File: config.mk
export PLATFORM = sky130hd
export DESIGN_NAME = tf_gen
export DESIGN_NICKNAME = d
export VERILOG_FILES = /design/src/rtl/tf_gen.sv
export SDC_FILE = /design/constraint.sdc
export NUM_CORES = 1
export LEC_CHECK = 0
export ABC_AREA = 1
export BUFFER_PORTS_ARGS = -buffer_cell sky130_fd_sc_hd__buf_2
export CORE_MARGIN = 5
export CORE_UTILIZATION = 35
export CTS_BUF_LIST = sky130_fd_sc_hd__clkbuf_16
export DETAILED_ROUTE_END_ITERATION = 6
export GPL_ROUTABILITY_DRIVEN = 0
export GPL_TIMING_DRIVEN = 0
export PLACE_DENSITY = 0.55
export REMOVE_ABC_BUFFERS = 1
export SLEW_MARGIN = 20
export SYNTH_ARGS = -nofsm -noshare
export SYNTH_HDL_FRONTEND = slang
export SYNTH_SLANG_ARGS = --single-unit
export TNS_END_PERCENT = 30
File: constraint.sdc
create_clock -name clk -period 1.7 [get_ports clk]
set_input_delay 0.255 -clock clk [delete_from_list [all_inputs] [get_ports clk]]
set_output_delay 0.255 -clock clk [all_outputs]
set_load 0.03 [all_outputs]
File: src/rtl/tf_gen.sv
// -----------------------------------------------------------------------------
// tf_gen : twiddle-factor sequencer for one stage of a 16-point R2SDF FFT.
//
// Counts incoming samples within a 16-sample frame and produces, one cycle
// later, the twiddle pair for the stage's complex multiplier together with
// the butterfly-phase select.
//
// Parameters
//   STAGE   : pipeline stage 0..3; block length Ns = 16 >> STAGE
//   WNRD    : twiddle word width (signed, 7 fractional bits, 1.0 = +128)
//   INVERSE : 1 = conjugate twiddle (imaginary part negated) for IFFT
//
// Ports
//   clk            : clock, rising edge
//   rst_n          : asynchronous active-low reset
//   in_valid_i     : a sample enters the stage this cycle
//   frame_start_i  : with in_valid_i, marks sample 0 of a frame
//   out_valid_o    : registered copy of in_valid_i
//   wnr_re_o       : twiddle real part
//   wnr_im_o       : twiddle imaginary part
//   bf_sel_o       : 0 = delay-fill/rotate phase, 1 = butterfly phase
//   frame_last_o   : pulse aligned with the output for frame sample 15
// -----------------------------------------------------------------------------
module tf_gen #(
  parameter int STAGE   = 0,
  parameter int WNRD    = 9,
  parameter bit INVERSE = 1'b0
) (
  input  logic                   clk,
  input  logic                   rst_n,
  input  logic                   in_valid_i,
  input  logic                   frame_start_i,
  output logic                   out_valid_o,
  output logic signed [WNRD-1:0] wnr_re_o,
  output logic signed [WNRD-1:0] wnr_im_o,
  output logic                   bf_sel_o,
  output logic                   frame_last_o
);

  localparam int         NS       = 16 >> STAGE;
  localparam logic [3:0] BLK_MASK = 4'(NS - 1);
  localparam logic [3:0] HALF     = 4'(NS / 2);

  logic [3:0]            cnt_q, cnt_d;
  logic                  out_valid_q, out_valid_d;
  logic signed [WNRD-1:0] wnr_re_q, wnr_re_d;
  logic signed [WNRD-1:0] wnr_im_q, wnr_im_d;
  logic                  bf_sel_q, bf_sel_d;
  logic                  frame_last_q, frame_last_d;

  logic [3:0]        e_idx;
  logic [3:0]        blk_pos;
  logic              bf_phase;
  logic [2:0]        k_idx;
  logic signed [8:0] rom_re;
  logic signed [8:0] rom_im;
  logic signed [8:0] tw_im;

  // Effective index: a qualified frame_start forces position 0 (also used to
  // resynchronise mid-frame).
  assign e_idx    = frame_start_i ? 4'd0 : cnt_q;
  assign blk_pos  = e_idx & BLK_MASK;
  assign bf_phase = (blk_pos >= HALF);
  // Rotate phase uses W16^(b*2^STAGE); butterfly phase passes unity twiddle.
  assign k_idx    = bf_phase ? 3'd0 : 3'(blk_pos << STAGE);

  // W16^k = cos - j*sin, scaled by 128 and rounded to nearest.
  always_comb begin
    rom_re = 9'sd128;
    rom_im = 9'sd0;
    unique case (k_idx)
      3'd0: begin rom_re =  9'sd128; rom_im =  9'sd0;   end
      3'd1: begin rom_re =  9'sd118; rom_im = -9'sd49;  end
      3'd2: begin rom_re =  9'sd91;  rom_im = -9'sd91;  end
      3'd3: begin rom_re =  9'sd49;  rom_im = -9'sd118; end
      3'd4: begin rom_re =  9'sd0;   rom_im = -9'sd128; end
      3'd5: begin rom_re = -9'sd49;  rom_im = -9'sd118; end
      3'd6: begin rom_re = -9'sd91;  rom_im = -9'sd91;  end
      3'd7: begin rom_re = -9'sd118; rom_im = -9'sd49;  end
      default: begin rom_re = 9'sd128; rom_im = 9'sd0; end
    endcase
  end

  // +128 still fits in 9-bit signed, so conjugation never overflows.
  assign tw_im = INVERSE ? -rom_im : rom_im;

  always_comb begin
    cnt_d        = cnt_q;
    out_valid_d  = 1'b0;
    wnr_re_d     = wnr_re_q;
    wnr_im_d     = wnr_im_q;
    bf_sel_d     = bf_sel_q;
    frame_last_d = 1'b0;
    if (in_valid_i) begin
      cnt_d        = e_idx + 4'd1;  // wraps 15 -> 0
      out_valid_d  = 1'b1;
      wnr_re_d     = WNRD'(rom_re);
      wnr_im_d     = WNRD'(tw_im);
      bf_sel_d     = bf_phase;
      frame_last_d = (e_idx == 4'd15);
    end
  end

  always_ff @(posedge clk or negedge rst_n) begin
    if (!rst_n) begin
      cnt_q        <= '0;
      out_valid_q  <= 1'b0;
      wnr_re_q     <= '0;
      wnr_im_q     <= '0;
      bf_sel_q     <= 1'b0;
      frame_last_q <= 1'b0;
    end else begin
      cnt_q        <= cnt_d;
      out_valid_q  <= out_valid_d;
      wnr_re_q     <= wnr_re_d;
      wnr_im_q     <= wnr_im_d;
      bf_sel_q     <= bf_sel_d;
      frame_last_q <= frame_last_d;
    end
  end

  assign out_valid_o  = out_valid_q;
  assign wnr_re_o     = wnr_re_q;
  assign wnr_im_o     = wnr_im_q;
  assign bf_sel_o     = bf_sel_q;
  assign frame_last_o = frame_last_q;

endmodule

* Word-level counts from Yosys, hierarchy flattened *
Memory sizes are Yosys's and may differ from the RTL's. A register that Yosys moved wholly into a read port is not among the register bits.
Cells that the tools add are included.

storage, ports and cells
  output and inout port bits = 21
  bits in registers = 16
  memory bits (read-only) = 136
  input bits = 4
  memories = 1
  word-level logic and storage cells = 14

memory list
  name              words  bits a word  read ports  clocked after Yosys merged registers in  wr ports  RTL line  source
  (name not given)  8      17           1           1                                        0         71        unique case (k_idx)

operators by class
  multiplexer cells = 4
  order comparisons = 1
  reductions and logical operators = 1
  equal/unequal tests = 1
  add/sub/neg operators = 1

operators by type and width
  kind                                                      number
  adder 4 x 1 -> 4 bit, second input constant               1
  equality test 4 bit, second input constant                1
  greater-or-equal comparator 4 bit, second input constant  1
  2-to-1 mux 4 bit                                          1
  2-to-1 mux 3 bit                                          1
  2-to-1 mux 1 bit                                          2
  zero test 1 bit                                           1

* Longest topological paths before layout *
  word-level depth = 3
  mapped depth = 9
  depth with buffers taken out = 9

* Worst setup path after synthesis *
Ideal clock, no wire load.

  kind = reg-to-reg
  start = register cnt_q[0]
  end = register wnr_re_q[0], in the netlist wnr_re_o[0]
  path buffers = 0
  period minus slack after synthesis = 1319 ps
  data required time = 1583 ps
  library setup time = 117 ps
  slack = 381 ps
  arrival = 1202 ps
  cell stages (with the launch flop) = 9
  path through = dfrtp_1 > nand2_4 > nor2_4 > inv_1 > ha_1 > nand4_1 > nand2_1 > nand2_1 > nand2_1

between the ends
  word-level cells in the longest chain between the ends = 3

RTL lines
  element                            RTL line  source
  from (decl)                        44        logic [3:0] cnt_q, cnt_d;
  from (signal assigned)             113       cnt_q <= cnt_d;
  2-to-1 mux 4 bit (*)               61        assign e_idx = frame_start_i ? 4'd0 : cnt_q;
  greater-or-equal comparator 4 bit  63        assign bf_phase = (blk_pos >= HALF);
  2-to-1 mux 3 bit (*)               65        assign k_idx = bf_phase ? 3'd0 : 3'(blk_pos << STAGE);
  net k_idx[0]                       54        logic [2:0] k_idx;
  to (decl)                          46        logic signed [WNRD-1:0] wnr_re_q, wnr_re_d;

Mark *: on every way through the listed nets, which the timed path passes. The rest lies on a longest branch.
A chain may end at the register's enable or synchronous reset.

* Worst setup path after layout *
  start = register cnt_q[1]
  end = register wnr_re_q[0], in the netlist wnr_re_o[0]

between the ends
  word-level cells in the longest chain between the ends = 3

RTL lines
  element                            RTL line
  2-to-1 mux 4 bit (*)               61
  greater-or-equal comparator 4 bit  63
  2-to-1 mux 3 bit (*)               65

Mark *: on every way between the ends. The rest lies on a longest branch, timed or not.

==> metrics.yaml <==
status:
  run_status: "finished, final reports clean"
worst_setup_path:
  worstPathArrival_ns: 1.67
  critPathTopFamily: "simple AND/OR/NAND/NOR gates"
  crit_path_max_fanout: 4
  max_stage_delay_ns: 0.37
  end_kind: "flop"
  path_class: "flop to flop"
  cp.required_ns: 1.84
  crit_buf_inv: 1
  crit_path_start_kind: "flop"
  cp_slowest_cell: "dfrtp_1"
  worst-path-stages: 8
  cp_common_cell: "nand2_1"
  worstPathCellList: "inv_1 -> nor2_1 -> nand2_1 -> ha_1 -> nand4_1 -> nand2_1 -> nand2_1 -> nand2_1"
  rr_worst_depth: 8
logic_synthesis:
  synth_largest_area_cell: "dfrtp_1"
  synthDistinctLibCells: 22
  yosys.cell_count.top_type: "nand2_1"
  yosys_warnings: 0
  synthTopCellsByCount: "nand2_1 (42), dfrtp_1 (21), nand3_1 (13)"
  yosysTopAreaCellShare_pct: 49.0
  synthCells: 123
  synthFlopType: "dfrtp_1"
  synth.area.top_cells: "dfrtp_1 (49%), nand2_1 (15%), ha_1 (7.0%), nand3_1 (6.1%), buf_4 (4.2%)"
  seq_area_frac_synth_pct: 49.0
  synthMuxAreaShare_pct: 0
  synth-edff-count: 0
  synth_compound_area_share_pct: 3.85
  synth_top_family_by_area: "simple AND/OR/NAND/NOR gates"
  synth_fa_ha_area_share_pct: 6.99
  synthSimpleGateAreaFrac_pct: 30.1
  netlist_area_um2: 1070
  synthArstFlopShare_pct: 100
  ys_seq_elements: 21
  synth_xor_area_share_pct: 0
  avgSynthCellArea_um2: 8.73
pwr:
  swShare_pct: 36.6
  ir_drop_mv: 0.512
  seqPwrFrac_pct: 39.7
  p_int_mw: 1.04
  p_leak_nw: 0.750
  pwr-share-clk_pct: 29.5
  p_sw_uw: 603
  power_density_nw_per_um2: 1300
  p_comb_share_pct: 30.8
  total_power_mw: 1.65
global_routing:
  antenna_found_initial: 0
  grt_usage_pct: 10.8
  grt_pass1_wl_um: 3500
  use_met2_pct: 15.8
  grt_use_met1_pct: 14.1
  grt_busiest_layer: "met2"
  grt_max_degree: 22
  grt-ovfl-total: 0
  grt_pass1_vias: 783
  grt_use_met3_pct: 2.56
clocking:
  cts-hold-fix-buffers: 1
  cts_resized: 0
  cts_tree: "built"
  cts_inserted_buffers: 3
  h-tree-depth: 1
  clk_latency_ns: 0.25
  cts.reportedPaths.clkPinSlew_ns: 0.06
  clock-sinks: 21
  post-cts-setup-buffer-count: 0
  cts-root-buf: "clkbuf_16"
  clockBufferDepth: 2
timing:
  layout_min_cycle_time_ns: 1.52
  max_freq_ghz: 0.657
  finalHoldViolCount: 0
  setup_viol: 0
  drv_slew: 0
  setup_tns_ns: 0
  skew_ns: 0.00205
  rsz0062_at_grt: "false"
  timing.final.crit_share_pct: 89.6
finish:
  seqCellArea_um2: 526
  finalNetCount: 155
  multi_input_area_um2: 443
  design_area_um2: 1270
  antenna_cells: 0
  drive_above_1_share_pct: 25.0
  num-fill-cells: 320
  syn_to_final_growth_pct: 18.2
floorplan:
  rows: 20
  num_io_pins: 25
  die_h_um: 65.4
  initial_utilization_pct: 35.8
  design.core.area_um2: 3000
  die_w_um: 65.4
  die-area_um2: 4270
routing:
  vias: 819
  drtIter0Drc: 18
  drtPass1Iterations: 4
  wl_per_cell_um: 11.5
  drc: 0
  wirelength_um: 2040
  drtAntennaViolNets: 0
  vias_per_cell: 4.63
place:
  dp_hpwl_um: 1520
  post_dp_cell_area_um2: 1180
  portBuffers: 23
min_path:
  hold_path.class: "input port to flop"
  holdPathStages: 2
job:
  maxCapViolCount: 0
## logic make-up (layout without fill, tap and decap cells)
logic type               after synthesis  in the layout
adder cells (fa/ha/maj)                6              6
AO/OA/AOI/OAI                          8              8
flip-flops                            21             21
buffers and inverters                 21             42
AND/OR/NAND/NOR                       66             66
other                                  1              1
## worst paths after layout
| path | from | to | slack, ns |
|---|---|---|---|
| worst max-delay path | cnt_q[1]$_DFFE_PN0P_ | wnr_re_o[0]$_DFFE_PN0P_ | 0.18 |
| worst min-delay path | frame_start_i | bf_sel_o$_DFFE_PN0P_ | 0.25 |
| worst max register to register | cnt_q[1]$_DFFE_PN0P_ | wnr_re_o[0]$_DFFE_PN0P_ | 0.18 |
| worst min register to register | wnr_re_o[8]$_DFFE_PN0P_ | wnr_re_o[8]$_DFFE_PN0P_ | 0.47 |
| max in group asynchronous | rst_n | wnr_re_o[1]$_DFFE_PN0P_ | 0.91 |
| min in group asynchronous | rst_n | wnr_im_o[5]$_DFFE_PN0P_ | 0.48 |
## routing by layer
metal,routed length [um],share of wire (%)
met4,51,2.5
met2,908,45
met5,0,0
met3,98,4.8
met1,977,48
## flip-flops by register name (all words and copies together), names as in the netlist
name          flops
cnt_q             4
wnr_im_o          5
frame_last_o      1
bf_sel_o          1
out_valid_o       1
wnr_re_o          9
## cell type report
class	count	area share, %
clock inverter	1	0.296
multi-input combinational	81	34.9
timing repair buffer	24	9.86
inverter	14	4.34
sequential	21	41.4
clock buffer	3	5.92
tap	33	3.25
## cell usage in the layout (no fill, tap or decap)
| cell | synthesis | final |
|---|---|---|
| nand2_1 | 42 | 42 |
| buf_2 | 1 | 23 |
| dfrtp_1 | 21 | 21 |
| nand3_1 | 13 | 13 |
| inv_1 | 11 | 12 |
| ha_1 | 6 | 6 |
| o21ai_0 | 5 | 5 |
| nor2_1 | 3 | 3 |
| clkbuf_16 | 0 | 3 |
| inv_2 | 2 | 2 |
| nand2_2 | 2 | 2 |
| nand2_4 | 1 | 1 |
| nor2_4 | 1 | 1 |
| nand3_4 | 1 | 1 |
| inv_4 | 1 | 1 |
| nor2_8 | 1 | 1 |
| nand4_1 | 1 | 1 |
| o21ai_1 | 1 | 1 |
| a21oi_1 | 1 | 1 |
| o22ai_1 | 1 | 1 |
| nand3_2 | 1 | 1 |
| conb_1 | 1 | 1 |
| dlygate4sd3_1 | 0 | 1 |
## metrics by stage
step                      std cells  setup slack [ns]  utilization (%)  hold slack, ns
after floorplan                 116             0.382                -         -0.0406
after global placement          172             0.130             39.3           0.234
after detailed placement        172             0.127             39.3           0.240
after CTS                       177             0.171             42.3           0.250
after global routing            177            0.0373             42.3           0.275
final                           177             0.177             42.3           0.252
## power by group through the flow
stage	Sequential (mW)	Clock [mW]	Combinational (mW)
CTS	0.656	0.500	0.517
global route	0.667	0.522	0.562
global placement	0.659	0	0.512
floorplan	0.833	0	0.188
finish	0.653	0.486	0.507
detailed placement	0.663	0	0.514
No activity file was read; power rests on OpenSTA's default activity.
